File: src/rtl/uart_receiver.sv
// uart_receiver: oversampling 8N1 UART receiver with a Valid/Ack byte handshake and framing/overrun flags.
// Define UART_RX_PARITY_EN to add an even-parity bit and the ParityErr output.
module uart_receiver #(
  parameter int N = 5,
  parameter logic [N-1:0] Full = 5'd29,
  parameter logic [N-1:0] Half = 5'd14
) (
  input  logic       Clk,
  input  logic       Reset,
  input  logic       Rx,
  input  logic       Ack,
  output logic [7:0] Data,
  output logic       Valid,
  output logic       Busy,
  output logic       FrameErr,
`ifdef UART_RX_PARITY_EN
  output logic       ParityErr,
`endif
  output logic       Overrun
);
  typedef enum logic [2:0] {IDLE, START_CHK, DATA_BITS, PARITY_BIT, STOP_BIT, WAIT_HIGH} state_t;
  state_t state, state_n;
  logic s1, rs, rs_d, tick;
  logic [N-1:0] count, count_n;
  logic [2:0] bits, bits_n;
  logic [7:0] sr, sr_n, data_n;
  logic valid_n, ferr_n, ovr_n;
`ifdef UART_RX_PARITY_EN
  logic par, par_n, perr_n;
`endif
  assign Busy = state != IDLE;
  assign tick = count == '0;
  always_comb begin
    state_n = state;
    count_n = tick ? count : count - N'(1);
    bits_n = bits;
    sr_n = sr;
    data_n = Data;
    valid_n = Valid & ~Ack;
    ferr_n = 1'b0;
    ovr_n = 1'b0;
`ifdef UART_RX_PARITY_EN
    par_n = par;
    perr_n = 1'b0;
`endif
    case (state)
      IDLE: if (rs_d && !rs) begin
        state_n = START_CHK;
        count_n = Half;
      end
      START_CHK: if (tick) begin
        state_n = rs ? IDLE : DATA_BITS;
        count_n = Full;
        bits_n = 3'd7;
      end
      DATA_BITS: if (tick) begin
        sr_n = {rs, sr[7:1]};
        count_n = Full;
        bits_n = bits - 3'd1;
`ifdef UART_RX_PARITY_EN
        if (bits == '0) state_n = PARITY_BIT;
`else
        if (bits == '0) state_n = STOP_BIT;
`endif
      end
`ifdef UART_RX_PARITY_EN
      PARITY_BIT: if (tick) begin
        par_n = rs;
        count_n = Full;
        state_n = STOP_BIT;
      end
`endif
      STOP_BIT: if (tick) begin
        state_n = rs ? IDLE : WAIT_HIGH;
        ferr_n = !rs;
        if (rs) begin
          data_n = sr;
          valid_n = 1'b1;
          ovr_n = Valid & ~Ack;
`ifdef UART_RX_PARITY_EN
          perr_n = ^{sr, par};
`endif
        end
      end
      // a held-low line (break) reports one framing error, then waits here
      WAIT_HIGH: if (rs) state_n = IDLE;
      default: state_n = IDLE;
    endcase
  end
  always_ff @(posedge Clk or posedge Reset)
    if (Reset) begin
      {s1, rs, rs_d} <= 3'b111;
      state <= IDLE;
      count <= '0;
      bits <= '0;
      sr <= '0;
      Data <= '0;
      Valid <= 1'b0;
      FrameErr <= 1'b0;
      Overrun <= 1'b0;
`ifdef UART_RX_PARITY_EN
      par <= 1'b0;
      ParityErr <= 1'b0;
`endif
    end else begin
      {s1, rs, rs_d} <= {Rx, s1, rs};
      state <= state_n;
      count <= count_n;
      bits <= bits_n;
      sr <= sr_n;
      Data <= data_n;
      Valid <= valid_n;
      FrameErr <= ferr_n;
      Overrun <= ovr_n;
`ifdef UART_RX_PARITY_EN
      par <= par_n;
      ParityErr <= perr_n;
`endif
    end
endmodule

File: config.mk
export PLATFORM = sky130hd
export DESIGN_NAME = uart_receiver
export DESIGN_NICKNAME = d
export VERILOG_FILES = /design/src/rtl/uart_receiver.sv
export SDC_FILE = /design/constraint.sdc
export NUM_CORES = 1
export LEC_CHECK = 0
export ABC_AREA = 0
export CAP_MARGIN = 10
export CORE_UTILIZATION = 58
export DETAILED_ROUTE_END_ITERATION = 7
export GPL_TIMING_DRIVEN = 0
export PLACE_DENSITY_LB_ADDON = 0.3
export SYNTH_ARGS = -nofsm -noshare
export SYNTH_HDL_FRONTEND = slang
export SYNTH_SLANG_ARGS = --single-unit
File: constraint.sdc
create_clock -name Clk -period 5.68 [get_ports Clk]
set_input_delay 1.136 -clock Clk [delete_from_list [all_inputs] [get_ports Clk]]
set_output_delay 1.136 -clock Clk [all_outputs]
set_load 0.02 [all_outputs]
==> results_tabular.tex <==
\begin{tabular}{lr}
\hline
Metric & Value \\
\hline
\multicolumn{2}{l}{\textbf{Clock network}} \\
Clock-pin slew on the worst setup and hold paths & 0.09 ns \\
Clock buffers created by TritonCTS & 5 \\
Deepest clock path buffer count & 2 \\
Clock tree from TritonCTS & yes \\
Hold-fix buffer count after cts & 0 \\
Post-CTS Setup Inserts & 0 \\
Clock root buffer master & clkbuf\_4 \\
Sink count of the clock tree & 33 \\
CTS HTree Levels & 2 \\
Number of instances resized during post-cts repair & 0 \\
Clock network latency to the later pin of the worst-skew pair & 0.33 ns \\
\multicolumn{2}{l}{\textbf{Global routing}} \\
Total Routing Usage GR & 23.6\% \\
Sum of overflow across all layers after global routing & 0 \\
Wire length of the first global-routing pass & 4300 um \\
Largest net degree at the start of global routing & 34 \\
Vias in the first global route & 918 \\
Antenna violations before repair & 0 \\
\multicolumn{2}{l}{\textbf{Routing}} \\
Post-detailed-route via-to-cell ratio & 5.72 \\
DRC violation count after routing & 0 \\
Routed wire length & 2480 um \\
Number of detailed-route iterations in the first pass & 4 \\
Remaining number of nets flagged by the antenna check after routing & 0 \\
Routed length per placed instance & 15.2 um \\
DR vias & 933 \\
First-iteration detailed-routing DRC count & 24 \\
\multicolumn{2}{l}{\textbf{Final layout}} \\
Number of antenna cells inserted & 0 \\
Post-route cell area & 1700 sq um \\
Multi-input gate area & 557 sq um \\
Filler Cells Inserted & 152 \\
Area Growth Syn to Fin & 18.3\% \\
Final layout net count & 141 \\
Area of all sequential standard cells & 830 sq um \\
Core occupancy in the finished layout & 74.9\% \\
Layout cells sized above 1 & 25.2\% \\
Non-Filler Instances & 163 \\
\multicolumn{2}{l}{\textbf{Power}} \\
Total power of the final layout & 0.000592 W \\
Peak ir drop on the vdd network & 0.287 mV \\
Leakage dissipation & 0.798 nW \\
Ratio of total power to cell area & 347 nW/um\^{}2 \\
\multicolumn{2}{l}{\textbf{Die}} \\
Number of core rows & 17 \\
Chip height & 51.8 um \\
Floorplan Core Area & 2280 sq um \\
Chip width & 51.8 um \\
Floorplan die area & 2690 sq um \\
Initial Util & 63.3\% \\
Boundary Pins & 16 \\
\multicolumn{2}{l}{\textbf{STA}} \\
Fin. Hold Viols & 0 \\
Worst Skew & 0.0143 ns \\
Worst slew pin tran & 0.660 ns \\
Setup violation total in the final timing report & 0 \\
Final number of max-transition violations & 0 \\
Rel. slew slack & 55.7\% \\
Maximum operating frequency & 0.328 GHz \\
Tmin final & 3.05 ns \\
Fraction of the cycle the final worst path needs & 53.6\% \\
Setup TNS after final layout & 0 ns \\
Setup repair after global routing missed its margin & false \\
\multicolumn{2}{l}{\textbf{Worst setup path}} \\
CP max stage cell & clkdlybuf4s50\_1 \\
Critical Path End Type & output port \\
CP bufs+invs & 2 \\
Reg-to-reg setup timing slack & 3.37 ns \\
Worst path required time & 4.54 ns \\
Arrival time worst endpoint & 1.91 ns \\
Worst path max stage delay & 0.54 ns \\
Critical-path maximum fanout & 10 \\
Element type at the critical path start & register \\
Startpoint-to-endpoint class of the critical path & register to output port \\
Critical path cell sequence & clkbuf\_1, or3\_1, clkdlybuf4s50\_1 \\
Crit-path leading delay family & buffers and inverters \\
\multicolumn{2}{l}{\textbf{Synthesis}} \\
Number of cells produced by synthesis & 111 \\
Yosys warns & 0 \\
Syn\_area\_per\_cell & 13.0 sq um \\
Part of the Yosys area used for sequential elements & 57.6\% \\
Synthesized area & 1440 sq um \\
Unique masters post-synth & 35 \\
Synth Net Count & 118 \\
Flop and latch count out of synthesis & 33 \\
\multicolumn{2}{l}{\textbf{Placed design}} \\
Port buffer count & 15 \\
Detailed Place HPWL & 1730 um \\
DP Area & 1630 sq um \\
Placed Instances & 154 \\
Routability-driven placement congestion ratio & 0.814 \\
\multicolumn{2}{l}{\textbf{Status}} \\
Outcome & finished clean \\
\multicolumn{2}{l}{\textbf{Flow run}} \\
Number of maximum-capacitance violations & 0 \\
\multicolumn{2}{l}{\textbf{Hold path}} \\
Class of the tightest hold or removal check & register to register \\
\hline
\end{tabular}
-- synthesized netlist by cell type --
| cell type | count | area, sq um |
|---|---|---|
| nor4b_1 | 2 | 17.5 |
| or3_4 | 1 | 11.3 |
| mux2_2 | 15 | 169 |
| ha_1 | 3 | 37.5 |
| nor3_4 | 1 | 16.3 |
| o21a_1 | 1 | 7.51 |
| buf_2 | 1 | 5.00 |
| a211oi_1 | 1 | 7.51 |
| a21boi_0 | 1 | 7.51 |
| o221ai_1 | 1 | 8.76 |
| nor4b_4 | 1 | 23.8 |
| a31o_2 | 1 | 8.76 |
| o31a_1 | 1 | 8.76 |
| inv_1 | 9 | 33.8 |
| a2bb2oi_1 | 2 | 17.5 |
| or3_1 | 1 | 6.26 |
| a22oi_1 | 1 | 7.51 |
| xnor2_1 | 2 | 17.5 |
| dfstp_2 | 3 | 78.8 |
| dfrtp_1 | 30 | 751 |
| nand4b_1 | 1 | 8.76 |
| nand3_1 | 2 | 10.0 |
| or4b_1 | 1 | 10.0 |
| o21ai_0 | 2 | 10.0 |
| a211o_1 | 1 | 8.76 |
| nand4_2 | 1 | 12.5 |
| nor3_1 | 2 | 10.0 |
| a31oi_1 | 1 | 6.26 |
| nand2b_1 | 2 | 12.5 |
| a311oi_1 | 2 | 17.5 |
| nor2_1 | 4 | 15.0 |
| clkbuf_1 | 4 | 15.0 |
| nand2_1 | 6 | 22.5 |
| mux2_4 | 2 | 30.0 |
| a21oi_1 | 2 | 10.0 |
-- worst register-to-register path: stages (launching register included) --
cell and delay (ns):
dfrtp_1 0.41, inv_1 0.10, ha_1 0.26, or4b_1 0.46
buf_2 0.19, nor3_1 0.56, mux2_2 0.27
-- metrics by stage --
stage               worst slack, ns  hold WS (ns)
global route                   2.53         0.375
CTS                            2.61         0.368
global placement               3.01         0.346
finish                         2.63         0.364
floorplan                      3.48         0.345
detailed placement             2.99         0.349
-- where the power goes --
group / internal (W) / switching, W
logic: 0.0000779 / 0.0000932
registers: 0.000270 / 0.0000293
clock network: 0.0000471 / 0.0000750
-- cells by family (layout without fill, tap and decap cells) --
logic type / after synthesis / after routing / synth area share (%)
fa+ha+maj: 3 / 3 / 2.61
xor+xnor: 2 / 2 / 1.22
flops: 33 / 33 / 57.6
compound gates: 17 / 17 / 8.78
buf+inv: 14 / 38 / 3.74
simple gates: 25 / 25 / 12.3
mux: 17 / 17 / 13.8
-- path summary, 6_finish.rpt --
check	from	end	cells past startpoint
setup reg to reg	count[0]$_DFF_PP0_	bits[0]$_DFFE_PP0P_	6
min in group asynchronous	Reset	sr[4]$_DFFE_PP0P_	2
hold reg to reg	rs$_DFF_PP1_	rs_d$_DFF_PP1_	0
max in group asynchronous	Reset	rs$_DFF_PP1_	3
setup / recovery	state[0]$_DFFE_PP0P_	Busy	3
hold / removal	rs$_DFF_PP1_	rs_d$_DFF_PP1_	0
-- layout make-up --
type | instances | share of cell area (%)
Timing Repair Buffer | 16 | 10.4
Inverter | 9 | 1.98
Tap cell | 28 | 2.06
Sequential cell | 33 | 48.7
Clock inverter | 2 | 0.587
Clock buffer | 6 | 2.42
Multi-Input combinational cell | 64 | 32.7
Buffer | 5 | 1.17
-- layout by cell type (no fill, tap or decap), drive strengths merged, types with 2 or more instances in the layout --
cell type / count
dfrtp: 30
mux2: 17
clkdlybuf4s50: 15
clkbuf: 10
inv: 8
nand2: 6
nor2: 4
ha: 3
dfstp: 3
nor3: 3
nor4b: 3
clkinv: 3
nand2b: 2
xnor2: 2
a2bb2oi: 2
nand3: 2
a21oi: 2
a311oi: 2
o21ai: 2
buf: 2
or3: 2
-- per-layer routing --
metal	GRT usage (%)	share of wire, %	up-vias
li1	-	-	444
met1	30.3	45	460
met2	35.5	49	27
met3	8.77	4.8	2
met4	10.8	1.1	0
met5	0	0	-
-- registers in the layout, indices dropped and copies added, names as in the netlist --
name      count
state         3
count         5
Overrun       1
bits          3
Valid         1
FrameErr      1
sr            8
rs            1
s1            1
Data          8
rs_d          1
(Power assumes the default switching activity.)
